==> src/rtl/video_pkg.sv <==
// Shared types, default timing and the config clamp/validate helpers for the
// runtime-configurable raster timing generator.
package video_pkg;

   localparam int VID_CW = 11;
   localparam int VID_TW = VID_CW + 2;

   localparam int DEF_H_ACT  = 480;
   localparam int DEF_H_FP   = 2;
   localparam int DEF_H_SYNC = 41;
   localparam int DEF_H_BP   = 2;
   localparam int DEF_V_ACT  = 272;
   localparam int DEF_V_FP   = 2;
   localparam int DEF_V_SYNC = 10;
   localparam int DEF_V_BP   = 2;

   typedef enum logic {
      ST_IDLE = 1'b0,
      ST_RUN  = 1'b1
   } run_state_t;

   typedef struct packed {
      logic [VID_CW-1:0] act;
      logic [VID_CW-1:0] fp;
      logic [VID_CW-1:0] sync;
      logic [VID_CW-1:0] bp;
   } timing_axis_t;

   function automatic logic [VID_CW-1:0] clamp_field(input logic [VID_CW-1:0] f);
      return (f == '0) ? VID_CW'(1) : f;
   endfunction

   function automatic timing_axis_t clamp_axis(input timing_axis_t t);
      timing_axis_t c;
      c.act  = clamp_field(t.act);
      c.fp   = clamp_field(t.fp);
      c.sync = clamp_field(t.sync);
      c.bp   = clamp_field(t.bp);
      return c;
   endfunction

   // Sums are widened so four full-scale fields never overflow.
   function automatic logic [VID_TW-1:0] axis_total(input timing_axis_t t);
      return VID_TW'(t.act) + VID_TW'(t.fp) + VID_TW'(t.sync) + VID_TW'(t.bp);
   endfunction

   function automatic logic axis_fits(input timing_axis_t t);
      return axis_total(t) <= (VID_TW'(1) << VID_CW);
   endfunction

endpackage

==> src/rtl/video_timing_axis.sv <==
// One raster axis: next-position, wrap detection and window decode.
// Wrap uses the timing in force now; decode uses the timing in force after the edge.
module video_timing_axis
   import video_pkg::*;
(
   input  logic [VID_CW-1:0] pos,
   input  logic              clr,
   input  logic              adv,
   input  timing_axis_t      cur,
   input  timing_axis_t      nxt,
   output logic [VID_CW-1:0] pos_next,
   output logic              in_active,
   output logic              in_sync,
   output logic              last
);

   logic [VID_TW-1:0] cur_total;
   logic [VID_TW-1:0] nxt_total;
   logic [VID_TW-1:0] sync_start;
   logic [VID_TW-1:0] sync_end;
   logic [VID_TW-1:0] pos_ext;

   assign cur_total = axis_total(cur);
   assign last      = (VID_TW'(pos) == cur_total - VID_TW'(1));

   always_comb begin
      pos_next = pos;
      if (clr) begin
         pos_next = '0;
      end else if (adv) begin
         pos_next = last ? '0 : pos + VID_CW'(1);
      end
   end

   // The sync window closes where the back porch begins.
   always_comb begin
      nxt_total  = axis_total(nxt);
      sync_start = VID_TW'(nxt.act) + VID_TW'(nxt.fp);
      sync_end   = nxt_total - VID_TW'(nxt.bp);
      pos_ext    = VID_TW'(pos_next);
      in_active  = pos_next < nxt.act;
      in_sync    = (pos_ext >= sync_start) && (pos_ext < sync_end);
   end

endmodule

==> src/rtl/video_timing_engine.sv <==
// Raster timing generator with shadowed config committed only at frame boundaries.
// CW must equal the package width VID_CW.
module video_timing_engine
   import video_pkg::*;
#(
   parameter int CW       = VID_CW,
   parameter int DefHAct  = DEF_H_ACT,
   parameter int DefHFp   = DEF_H_FP,
   parameter int DefHSync = DEF_H_SYNC,
   parameter int DefHBp   = DEF_H_BP,
   parameter int DefVAct  = DEF_V_ACT,
   parameter int DefVFp   = DEF_V_FP,
   parameter int DefVSync = DEF_V_SYNC,
   parameter int DefVBp   = DEF_V_BP,
   parameter bit DefHPol  = 1'b0,
   parameter bit DefVPol  = 1'b0
) (
   input  logic          clk,
   input  logic          rstn,
   input  logic          en,
   input  logic          cfg_load,
   input  logic [CW-1:0] cfg_h_act,
   input  logic [CW-1:0] cfg_h_fp,
   input  logic [CW-1:0] cfg_h_sync,
   input  logic [CW-1:0] cfg_h_bp,
   input  logic [CW-1:0] cfg_v_act,
   input  logic [CW-1:0] cfg_v_fp,
   input  logic [CW-1:0] cfg_v_sync,
   input  logic [CW-1:0] cfg_v_bp,
   input  logic          cfg_h_pol,
   input  logic          cfg_v_pol,
   output logic          cfg_pending,
   output logic          cfg_err,
   output logic [CW-1:0] sx,
   output logic [CW-1:0] sy,
   output logic          hsync,
   output logic          vsync,
   output logic          de,
   output logic          line_start,
   output logic          frame_start
);

   localparam timing_axis_t DEF_H = '{act: VID_CW'(DefHAct), fp: VID_CW'(DefHFp),
                                      sync: VID_CW'(DefHSync), bp: VID_CW'(DefHBp)};
   localparam timing_axis_t DEF_V = '{act: VID_CW'(DefVAct), fp: VID_CW'(DefVFp),
                                      sync: VID_CW'(DefVSync), bp: VID_CW'(DefVBp)};

   run_state_t   state, state_next;
   timing_axis_t act_h, act_v, sh_h, sh_v;
   timing_axis_t raw_h, raw_v, in_h, in_v, nxt_h, nxt_v;
   logic         act_hp, act_vp, sh_hp, sh_vp, nxt_hp, nxt_vp;
   logic         load_ok, commit, clr, running_next;
   logic [CW-1:0] sx_next, sy_next;
   logic         h_act_n, h_sync_n, h_last;
   logic         v_act_n, v_sync_n, v_last;

   always_comb begin
      state_next   = en ? ST_RUN : ST_IDLE;
      running_next = (state_next == ST_RUN);
      raw_h   = '{act: cfg_h_act, fp: cfg_h_fp, sync: cfg_h_sync, bp: cfg_h_bp};
      raw_v   = '{act: cfg_v_act, fp: cfg_v_fp, sync: cfg_v_sync, bp: cfg_v_bp};
      in_h    = clamp_axis(raw_h);
      in_v    = clamp_axis(raw_v);
      load_ok = cfg_load && axis_fits(in_h) && axis_fits(in_v);
      commit  = en && ((state == ST_IDLE) || ((state == ST_RUN) && h_last && v_last));
      clr     = !(en && (state == ST_RUN));
      nxt_h   = act_h;
      nxt_v   = act_v;
      nxt_hp  = act_hp;
      nxt_vp  = act_vp;
      // A load landing on the commit edge bypasses the shadow.
      if (commit && load_ok) begin
         nxt_h  = in_h;
         nxt_v  = in_v;
         nxt_hp = cfg_h_pol;
         nxt_vp = cfg_v_pol;
      end else if (commit && cfg_pending) begin
         nxt_h  = sh_h;
         nxt_v  = sh_v;
         nxt_hp = sh_hp;
         nxt_vp = sh_vp;
      end
   end

   video_timing_axis u_h_axis (
      .pos       (sx),
      .clr       (clr),
      .adv       (1'b1),
      .cur       (act_h),
      .nxt       (nxt_h),
      .pos_next  (sx_next),
      .in_active (h_act_n),
      .in_sync   (h_sync_n),
      .last      (h_last)
   );

   video_timing_axis u_v_axis (
      .pos       (sy),
      .clr       (clr),
      .adv       (h_last),
      .cur       (act_v),
      .nxt       (nxt_v),
      .pos_next  (sy_next),
      .in_active (v_act_n),
      .in_sync   (v_sync_n),
      .last      (v_last)
   );

   always_ff @(posedge clk or negedge rstn) begin
      if (!rstn) begin
         state       <= ST_IDLE;
         act_h       <= DEF_H;
         act_v       <= DEF_V;
         sh_h        <= DEF_H;
         sh_v        <= DEF_V;
         act_hp      <= DefHPol;
         act_vp      <= DefVPol;
         sh_hp       <= DefHPol;
         sh_vp       <= DefVPol;
         cfg_pending <= 1'b0;
         cfg_err     <= 1'b0;
      end else begin
         state <= state_next;
         if (cfg_load) cfg_err <= !load_ok;
         if (load_ok) begin
            sh_h  <= in_h;
            sh_v  <= in_v;
            sh_hp <= cfg_h_pol;
            sh_vp <= cfg_v_pol;
         end
         if (commit) begin
            act_h       <= nxt_h;
            act_v       <= nxt_v;
            act_hp      <= nxt_hp;
            act_vp      <= nxt_vp;
            cfg_pending <= 1'b0;
         end else if (load_ok) begin
            cfg_pending <= 1'b1;
         end
      end
   end

   // Decode is taken from the next position so outputs line up with sx/sy.
   always_ff @(posedge clk or negedge rstn) begin
      if (!rstn) begin
         sx          <= '0;
         sy          <= '0;
         de          <= 1'b0;
         hsync       <= ~DefHPol;
         vsync       <= ~DefVPol;
         line_start  <= 1'b0;
         frame_start <= 1'b0;
      end else begin
         sx          <= sx_next;
         sy          <= sy_next;
         de          <= running_next && h_act_n && v_act_n;
         hsync       <= (running_next && h_sync_n) ^ ~nxt_hp;
         vsync       <= (running_next && v_sync_n) ^ ~nxt_vp;
         line_start  <= running_next && (sx_next == '0);
         frame_start <= running_next && (sx_next == '0) && (sy_next == '0);
      end
   end

endmodule

==> config.mk <==
export PLATFORM = sky130hd
export DESIGN_NAME = video_timing_engine
export DESIGN_NICKNAME = d
export VERILOG_FILES = /design/src/rtl/video_pkg.sv /design/src/rtl/video_timing_axis.sv /design/src/rtl/video_timing_engine.sv
export SDC_FILE = /design/constraint.sdc
export NUM_CORES = 1
export LEC_CHECK = 0
export CAP_MARGIN = 10
export CORE_MARGIN = 5
export CORE_UTILIZATION = 34
export CTS_CLUSTER_DIAMETER = 60
export DETAILED_ROUTE_END_ITERATION = 16
export MAX_ROUTING_LAYER = met4
export PLACE_DENSITY = 0.58
export SLEW_MARGIN = 20
export SYNTH_ARGS = -nofsm -noshare
export SYNTH_HDL_FRONTEND = slang
export SYNTH_HIERARCHICAL = 1
export SYNTH_SLANG_ARGS = --single-unit
==> constraint.sdc <==
create_clock -name clk -period 16.8 [get_ports clk]
set_input_delay 2.52 -clock clk [delete_from_list [all_inputs] [get_ports clk]]
set_output_delay 2.52 -clock clk [all_outputs]
set_load 0.005 [all_outputs]
---- Word-level counts from Yosys, hierarchy flattened ----
Index checks and enable logic that the tools add are counted.
W data, S select, Z words.
word-level totals
  bits in registers ....................... 210
  input bits .............................. 94
  output and inout bits ................... 29
  logic and storage cells ................. 122
operators by class
  add/sub/neg operators ................... 24
  order comparisons ....................... 8
  eq/ne operators ......................... 2
  multiplexer cells ....................... 24
  bitwise logic cells ..................... 5
  reductions and logical operators ........ 29
operator list
  operator                 count
  $mux W44                 4
  $mux W11                 13
  $add A13 B11 Y13         10
  $logic_not A11 Y1        10
  $add A11 B11 Y12         6
  $add A12 B11 Y13         2
  $eq A11 B13 Y1           2
  $ge A11 B13 Y1           2
  $le A13 B12 Y1 const B   2
  $lt A11 B13 Y1           2
  $sub A13 B1 Y13 const B  2
  $sub A13 B11 Y13         2
  $add A11 B1 Y11 const B  2
  $lt A11 B11 Y1           2
  $logic_and A1 B1 Y1      16
  $mux W1                  7
  $not A1 Y1               3
  $reduce_bool A2 Y1       1
  $xor A1 B1 Y1            2
  $logic_not A1 Y1         1
  $logic_or A1 B1 Y1       1

---- Depth between registers and ports, before layout ----
Gate-level depths: netlist of the first run.
  depth after elaboration ................. 20
  depth in mapped cells ................... 51
  mapped depth without buffers ............ 50

---- Hierarchy ----
The synthesis of the first run kept the hierarchy.
by module, submodules not included
  module                        times used  cells each  area an instance (µm²)  seq. area each (µm²)
  video_timing_engine           1           1082        11483.5                 5295.1
  video_timing_axis (u_v_axis)  1           519         3986.3                  0.0
  video_timing_axis (u_h_axis)  1           497         3836.2                  0.0

---- Worst setup path after synthesis of the first run ----
OpenSTA, ideal clock, no wires.
  path kind ............................... input to register
  from .................................... in cfg_v_bp[10]
  to ...................................... reg vsync
  setup time .............................. 0.079 ns
  data arrival time ....................... 10.648 ns
  required time ........................... 16.721 ns
  setup slack ............................. 6.073 ns
  stages .................................. 41
  buffers on the path ..................... 2
  path through ............................ nor4_1 -> a41oi_1 -> fa_1 -> inv_1 -> ha_1 -> ha_1 -> inv_1 -> fa_1 -> xnor2_1 -> a2111oi_0 -> nand4_1 -> a2111oi_2 -> a311oi_1 -> or4b_4 -> buf_6 -> buf_6 -> nor2_1 -> a21oi_1 -> (+5 left out) -> a21oi_1 -> xnor2_1 -> fa_1 -> ha_1 -> or3_1 -> o21ai_0 -> o21bai_1 -> o21ai_0 -> a21oi_1 -> xor2_1 -> ha_1 -> nand4_1 -> nor2_1 -> a221oi_1 -> o31ai_1 -> a21oi_1 -> nand2_1 -> xor2_1
RTL lines
  element                 RTL line                    RTL
  start: declaration      video_timing_engine.sv:29   input logic [CW-1:0] cfg_v_bp,
  end signal: assignment  video_timing_engine.sv:150  vsync <= ~DefVPol;
  end signal: assignment  video_timing_engine.sv:158  vsync <= (running_next && v_sync_n) ^ ~nxt_vp;
  end: declaration        video_timing_engine.sv:37   output logic vsync,

==> metrics, run 1 <==
run status finished clean; Worst Path Buf+Inv 4; yosys warns 6; max frequency slightly below 80 MHz; full die area around 61,000 µm²; layer with the highest usage met2; CP Depth approximately 50; Filler cells 5,653; Pins Over Slew Limit 0; Max-cap violations 0; FP Rows between 80 and 90; worst slack, placed roughly 3.5 ns; WL per Instance about 19 µm; worst hold path depth 1; Slowest cell on crit path or4b_2; CTS resizes 0; Syn Std Cell Area roughly 19,000 µm²; Finish-stage setup viols 0; post-CTS setup buffer count 0; PortBufs 122; gr ovfl total 0; post-DP HPWL about 45,000 µm; Worst Hold Class flop to flop; critical path fanouts, max 46; global placement routability congestion 0.883; syn nets between 2,000 and 2,500; die width approximately 250 µm; Syn Inst Count 2,078; clock transition at the registers of the reported paths roughly 0.060 ns; clk_skew between 0.01 and 0.015 ns; FF-to-FF path depth slightly below 50; RSZ-0062 raised after global routing false; CTS tree built; WP data required around 17 ns; final hold vios 0; crit-path max cell delay 0.61 ns; relative slew slack ~35%; GR Layer Usage met1 24.3%; Global Route met3 Usage approximately 2.3%; Syn Area/Cell between 9 and 10 µm²; Hold-fix buffers, CTS 0; area grow syn2layout 14.3%; DRC viols 0; largest net degree at the start of global routing 79; GRT Util Overall a little under a fifth; minimum clock period 12.81 ns; Initial Utilization roughly 34%; Detailed Routing Iterations Pass 1 7; setup TNS after final layout 0 ns; initial antenna violation count 0; Via density 5.19; CTS root buffer clkbuf_16; nets between 2,000 and 3,000; Final WS setup between 3 and 4 ns; WL final 56,500 µm; Worst setup EP type flop; clk_lat worst skew between 0.5 and 0.6 ns; height of the chip between 200 and 250 µm; met2 GRT Util approximately a third; top-level I/O count about 120; antenna-violating nets left 0; Crit Path Category flop to flop; Worst setup SP type flop; CP top delay family simple AND/OR/NAND/NOR gates; H-tree levels 1; number of global-route vias before repair approximately 16,000; clk sinks 210; CTS buffer count 27; via count between 15,000 and 20,000; Core ar. ~56,000 µm²; Tcrit/Tclk final about three quarters; CP arrival about 13 ns; initial DRC count between 900 and 1,000; first-pass GRT wire length ~88,000 µm; Max Root-Sink Buffers 3; ANT cells 0; measured slew at the worst slew-check pin 0.981 ns; share of post-route cells with drive strength above 1 9.12%
[per-stage QoR]
stage | area [µm²] | std cells | hold WS, ns | utilization (%)
4_1_cts | 21900 | 2928 | 0.490 | 39.1
3_5_place_dp | 21000 | 2881 | 0.477 | 37.5
5_1_grt | 21900 | 2928 | 0.509 | 39.1
3_3_place_gp | 21000 | 2881 | 0.472 | 37.5
6_report | 21900 | 2928 | 0.487 | 39.1
2_1_floorplan | 19200 | 2078 | 0.457 | -
[layout by cell type, fill, tap and decap left out, types with 23 or more instances in the layout]
master / count
xnor2_1: 61
clkdlybuf4s50_1: 121
nand3_1: 24
o21ai_0: 52
fa_1: 92
nor4_1: 30
dfrtp_1: 178
dfstp_2: 32
mux2_2: 83
nand2_1: 59
xor2_1: 51
a21oi_1: 230
mux2i_1: 86
nand4_1: 23
inv_1: 310
nor2_1: 158
ha_1: 206
a21o_1: 38
clkbuf_16: 27
[flip-flops by register name, indices dropped and copies added, names as in the netlist, 11 cells and up]
register and cells:
act_h 44, sh_v 44, sh_h 44, sy 11
sx 11, act_v 44
[layout make-up]
cell class	instances	area (µm²)	area share, %
Timing Repair Buffer	131	1290	5.89
Inverter	310	1160	5.30
Tap cell	756	946	4.31
Sequential cell	210	5300	24.1
Clock buffer	34	772	3.52
Clock inverter	13	139	0.633
Multi-Input combinational cell	1474	12300	56.2
[path summary, 6_finish.rpt]
check,start,to,slack (ns)
min reg2reg,sh_h[28]$_DFFE_PN0N_,sh_h[28]$_DFFE_PN0N_,0.49
min in group asynchronous,rstn,act_h[20]$_DFFE_PN0P_,1.97
max,act_v[22]$_DFFE_PN0P_,hsync$_DFF_PN1_,3.99
max reg2reg,act_v[22]$_DFFE_PN0P_,hsync$_DFF_PN1_,3.99
min,sh_h[28]$_DFFE_PN0N_,sh_h[28]$_DFFE_PN0N_,0.49
max in group asynchronous,rstn,act_v[18]$_DFFE_PN0P_,12.59
[routing by layer]
layer	routed length, µm	up-vias
met5	0	-
li1	-	7313
met4	1720	0
met1	25100	7416
met3	2610	85
met2	27100	369
Power of run 1 is left out: the tool's default activity adds up to more than one toggle a clock period on the data nets, which glitch-free logic cannot reach.
==> run 2, diff against run 1 <==
--- a/config.mk
+++ b/config.mk
@@ -11,7 +11,7 @@
 export CTS_CLUSTER_DIAMETER = 60
 export DETAILED_ROUTE_END_ITERATION = 16
 export MAX_ROUTING_LAYER = met4
-export PLACE_DENSITY = 0.58
+export PLACE_DENSITY = 0.59
 export SLEW_MARGIN = 20
 export SYNTH_ARGS = -nofsm -noshare
 export SYNTH_HDL_FRONTEND = slang
==> constraint.sdc (replaced) <==
create_clock -name clk -period 11.7 [get_ports clk]
set_input_delay 1.755 -clock clk [delete_from_list [all_inputs] [get_ports clk]]
set_output_delay 1.755 -clock clk [all_outputs]
set_load 0.005 [all_outputs]
==> metrics, run 2 (same netlist as run 1, synthesis figures left out) <==
run status finished clean (unchanged); fin area 22,400 µm² (was 21,900 µm²); Pins Over Slew Limit 0 (unchanged); WP data required 12.21 ns (was 17.28 ns); Initial Utilization 34.2% (unchanged); WL final 57,500 µm (was 56,500 µm); placed instance area 21,300 µm² (was 21,000 µm²); crit-path max cell delay 0.67 ns (was 0.61 ns); Crit Path Category input port to flop (was flop to flop); top-level I/O count 123 (unchanged); number of global-route vias before repair 15,900 (was 15,500); full die area 61,300 µm² (unchanged); via count 15,400 (was 15,200); met2 GRT Util 31.6% (was 31.4%); largest net degree at the start of global routing 92 (was 79); Slowest cell on crit path or4b_4 (was or4b_2); antenna-violating nets left 0 (unchanged); FP Rows 87 (unchanged); Hold-fix buffers, CTS 0 (unchanged); share of post-route cells with drive strength above 1 11.2% (was 9.12%); commonest non-fill, non-tap cell in the layout inv_1 (unchanged); layer with the highest usage met2 (unchanged); Worst Hold Class flop to flop (unchanged); H-tree levels 1 (unchanged); GR Layer Usage met1 24.9% (was 24.3%); initial antenna violation count 0 (unchanged); Tcrit/Tclk final 96.3%; GRT Util Overall 19.0% (was 18.8%); measured slew at the worst slew-check pin 0.829 ns (was 0.981 ns); WL per Instance 19.3 µm (about the same); Detailed Routing Iterations Pass 1 5 (was 7); clk_lat worst skew 0.60 ns (was 0.55 ns); height of the chip 248 µm (unchanged); Finish-stage setup viols 0 (unchanged); Max-cap violations 0 (unchanged); Global Route met3 Usage 2.33% (was 2.25%); gr ovfl total 0 (unchanged); clk_skew 0.0193 ns (was 0.0143 ns); clk sinks 210 (unchanged); Via density 5.17 (was 5.19); Final WS setup 0.438 ns (was 3.99 ns); CP arrival 11.78 ns (was 13.29 ns); nets 2,590 (was 2,546); Worst setup SP type input port (was flop); relative slew slack 44.8% (was 34.6%); minimum clock period approximately 11 ns; first-pass GRT wire length 89,900 µm (was 88,400 µm); critical path fanouts, max 22 (was 46); PortBufs 122 (unchanged); CTS root buffer clkbuf_16 (unchanged); post-DP HPWL 46,300 µm (was 45,200 µm); Core ar. 56,200 µm² (unchanged); commonest non-fill, non-tap cells in the layout 310 x inv_1, 229 x a21oi_1, 206 x ha_1 (was 310 x inv_1, 230 x a21oi_1, 206 x ha_1); ANT cells 0 (unchanged); CTS tree built (unchanged); clock transition at the registers of the reported paths 0.06 ns (about the same); die width 248 µm (unchanged); Worst setup EP type flop (unchanged); DRC viols 0 (unchanged); initial DRC count 931 (was 905); CTS buffer count 31 (was 27); area grow syn2layout 16.8% (was 14.3%); max frequency roughly 89 MHz; worst slack, placed -0.00503 ns (was 3.50 ns); global placement routability congestion 0.921 (was 0.883); final hold vios 0 (unchanged); most frequent cell on the critical path a21oi_1; Max Root-Sink Buffers 3 (unchanged)
## run 2: final timing paths
kind | from | endpoint | slack [ns] | cells after the start
worst max-delay path | cfg_h_fp[9] | vsync$_DFF_PN1_ | 0.44 | 43
min in group asynchronous | rstn | sh_h[30]$_DFFE_PN0N_ | 1.20 | 1
worst min register to register | sh_h[25]$_DFFE_PN0N_ | sh_h[25]$_DFFE_PN0N_ | 0.49 | 1
worst min-delay path | sh_h[25]$_DFFE_PN0N_ | sh_h[25]$_DFFE_PN0N_ | 0.49 | 1
worst max register to register | act_h[23]$_DFFE_PN1P_ | vsync$_DFF_PN1_ | 0.66 | 49
max in group asynchronous | rstn | sh_v[4]$_DFFE_PN0N_ | 8.37 | 3
## run 2: metal layers
| metal | vias up | share of wire (%) |
|---|---|---|
| met5 | - | 0 |
| met4 | 0 | 2.7 |
| met3 | 82 | 4.1 |
| met2 | 342 | 48 |
| met1 | 7545 | 45 |
| li1 | 7421 | - |
## run 2: layout make-up
class	instances	area (µm²)
fillers	5625	33700
flip-flops and latches	210	5300
multi-input cells	1475	12400
clock buffers	40	850
repair buffers	170	1600
inverters	310	1160
well taps	756	946
clock inverters	18	193
## run 2: timing repair
action,CTS,global route
gates resized for setup,0,11
endpoints found under the setup margin,0,2
setup buffers,0,6
## run 2: stage by stage
stage / hold slack, ns / util [%] / std cells / setup TNS (ns)
floorplan: 0.457 / - / 2078 / 0
global placement: 0.473 / 37.9 / 2914 / 0
detailed placement: 0.474 / 37.9 / 2914 / -0.00503
CTS: 0.488 / 39.8 / 2972 / 0
global route: 0.508 / 39.9 / 2979 / -0.0609
finish: 0.485 / 39.9 / 2979 / 0
## run 2: worst max-delay path, delay by kind of cell
family,cells,cell delay (ns)
AOI/OAI and AO/OA,17,3.31
adders and majority gates,8,2.62
and+or+nand+nor,8,2.10
buffers and inverters,6,1.27
xor gates and xnor gates,4,0.73
Power of run 2 is left out for the same reason.
==> run 3, diff against run 2 <==
--- a/config.mk
+++ b/config.mk
@@ -6,14 +6,15 @@
 export NUM_CORES = 1
 export LEC_CHECK = 0
 export CAP_MARGIN = 10
-export CORE_MARGIN = 5
+export CELL_PAD_IN_SITES_DETAIL_PLACEMENT = 1
+export CELL_PAD_IN_SITES_GLOBAL_PLACEMENT = 2
+export CORE_MARGIN = 4
 export CORE_UTILIZATION = 34
 export CTS_CLUSTER_DIAMETER = 60
 export DETAILED_ROUTE_END_ITERATION = 16
 export MAX_ROUTING_LAYER = met4
-export PLACE_DENSITY = 0.59
+export PLACE_DENSITY = 0.84
 export SLEW_MARGIN = 20
 export SYNTH_ARGS = -nofsm -noshare
 export SYNTH_HDL_FRONTEND = slang
-export SYNTH_HIERARCHICAL = 1
 export SYNTH_SLANG_ARGS = --single-unit
==> metrics, run 3 <==
run status finished clean (unchanged); largest net degree at the start of global routing 81 (was 92); Yosys top cell area share roughly a quarter; yosys warns 0 (was 6); Worst Path Buf+Inv 6 (unchanged); via count 15,500 (was 15,400); Syn Std Cell Area 18,700 µm² (was 19,200 µm²); Detailed Routing Iterations Pass 1 5 (unchanged); area grow syn2layout 17.9% (was 16.8%); DRC viols 0 (unchanged); register bit count reported by yosys 210; GRT Util Overall 21.4% (was 19.0%); most frequent cell on the critical path ha_1 (was a21oi_1); critical path fanouts, max 10 (was 22); post-DP HPWL 50,500 µm (was 46,300 µm); global placement routability congestion 0.874 (was 0.921); Filler cells 6,178 (was 5,625); Max Root-Sink Buffers 3 (unchanged); Hold WS 0.482 ns (was 0.485 ns); clk_lat worst skew 0.57 ns (was 0.60 ns); Seq/Total Area, Yosys between 20% and 30%; CP arrival 11.51 ns (was 11.78 ns); number of global-route vias before repair 16,600 (was 15,900); CTS root buffer clkbuf_16 (unchanged); measured slew at the worst slew-check pin 1.05 ns (was 0.829 ns); Syn Area/Cell 9.09 µm² (was 9.24 µm²); commonest non-fill, non-tap cell in the layout inv_1 (unchanged); clk_skew 0.0116 ns (was 0.0193 ns); Core ar. 54,100 µm² (was 56,200 µm²); Synth area leaders dfrtp_1 24%, ha_1 14%, fa_1 9.8%, inv_1 5.7%, o21ai_0 4.9%; PortBufs 122 (unchanged); Initial Utilization 34.6% (was 34.2%); antenna-violating nets left 0 (unchanged); Finish-stage setup viols 0 (unchanged); clk sinks 210 (unchanged); clock transition at the registers of the reported paths 0.06 ns (about the same); fin area 22,100 µm² (was 22,400 µm²); Pins Over Slew Limit 0 (unchanged); WL per Instance 21.6 µm (was 19.3 µm); share of post-route cells with drive strength above 1 10.9% (was 11.2%); H-tree levels 1 (unchanged); Worst Hold Class flop to flop (unchanged); height of the chip 243 µm (was 248 µm); initial antenna violation count 2 (was 0); count leader, synth inv_1; Syn Inst Count 2,061 (was 2,078); WP data required 12.19 ns (was 12.21 ns); Crit Path Category input port to flop (unchanged); top cells by count, synth 286 x inv_1, 206 x ha_1, 184 x o21ai_0; Hold-fix buffers, CTS 0 (unchanged); relative slew slack 30.1% (was 44.8%); cell taking the most area after synthesis dfrtp_1; die width 243 µm (was 248 µm); FP Rows 85 (was 87); initial DRC count 745 (was 931); Slowest cell on crit path or4_1 (was or4b_4); Synth Flop Type dfrtp_1; Yosys cell types between 80 and 90; top-level I/O count 123 (unchanged); nets 2,566 (was 2,590); placed instance area 20,900 µm² (was 21,300 µm²); max frequency 90.7 MHz (was 88.8 MHz); minimum clock period 11.02 ns (was 11.26 ns); Util after Layout 40.8% (was 39.9%); CP top delay family adder cells (was compound AO/OA/AOI/OAI gates); full die area 58,900 µm² (was 61,300 µm²); Regs by FF count sh_h (44), sh_v (44); Tcrit/Tclk final 94.2% (was 96.3%); WL final 62,600 µm (was 57,500 µm); gr ovfl total 0 (unchanged); ys async rst share 100%; Max-cap violations 0 (unchanged); crit-path max cell delay 0.52 ns (was 0.67 ns); Via density 5.36 (was 5.17); first-pass GRT wire length 97,300 µm (was 89,900 µm); final hold vios 0 (unchanged); CTS buffer count 28 (was 31); commonest non-fill, non-tap cells in the layout 286 x inv_1, 206 x ha_1, 181 x o21ai_0 (was 310 x inv_1, 229 x a21oi_1, 206 x ha_1); EDFF count, synth 0; Worst setup SP type input port (unchanged); Worst setup EP type flop (unchanged); CTS tree built (unchanged); syn nets 2,453 (was 2,470)
## run 3: kinds of logic after synthesis
family / share of synthesized area (%)
flops: 28.3
mux: 5.42
buf+inv: 8.19
xor+xnor: 4.89
compound gates: 18.5
fa+ha+maj: 23.6
simple gates: 11.1
## run 3: what timing repair did
action                                  CTS  global route
setup buffers                             0             8
gates resized for setup                   0            35
endpoints found under the hold margin     0             0
endpoints found under the setup margin    0             2
## run 3: routing by layer
layer	up-vias	share of wire, %	track usage (%)
met2	257	45	33.4
met1	7859	49	29.7
met4	0	2.3	4.85
met5	-	0	-
li1	7340	-	-
met3	75	3.5	2.94
## run 3: layout make-up
type	instances	area (µm²)	area share, %
multi-input cells	1458	12100	54.7
flip-flops and latches	210	5300	24.0
repair buffers	190	1790	8.12
inverters	286	1070	4.86
well taps	696	871	3.94
clock buffers	41	831	3.76
clock inverters	11	129	0.584
diodes	3	7.51	0.0340
## run 3: per-stage QoR
stage | TNS [ns] | setup slack [ns] | std cells
final | 0 | 0.677 | 2895
after floorplan | 0 | 1.19 | 2061
after detailed placement | -0.535 | -0.308 | 2831
after CTS | 0 | 0.110 | 2883
after global routing | -0.0102 | -0.0102 | 2895
after global placement | -0.131 | -0.116 | 2831
## run 3: tightest hold or removal path: cells and delay by family, from the launching register on
family          cells  cell delay [ns]
flops               1             0.34
simple gates        1             0.05
compound gates      1             0.06
## run 3: final timing paths
| path | from | end | slack, ns | cells after the start |
|---|---|---|---|---|
| max | cfg_h_bp[5] | hsync$_DFF_PN1_ | 0.68 | 46 |
| min | sh_v[21]$_DFFE_PN0N_ | sh_v[21]$_DFFE_PN0N_ | 0.48 | 2 |
| max reg2reg | act_h[33]$_DFFE_PN0P_ | hsync$_DFF_PN1_ | 0.73 | 50 |
| min reg2reg | sh_v[21]$_DFFE_PN0N_ | sh_v[21]$_DFFE_PN0N_ | 0.48 | 2 |
| max in group asynchronous | rstn | act_h[28]$_DFFE_PN0P_ | 8.18 | 3 |
| min in group asynchronous | rstn | act_v[21]$_DFFE_PN0P_ | 1.14 | 1 |
Power of run 3 is left out for the same reason.
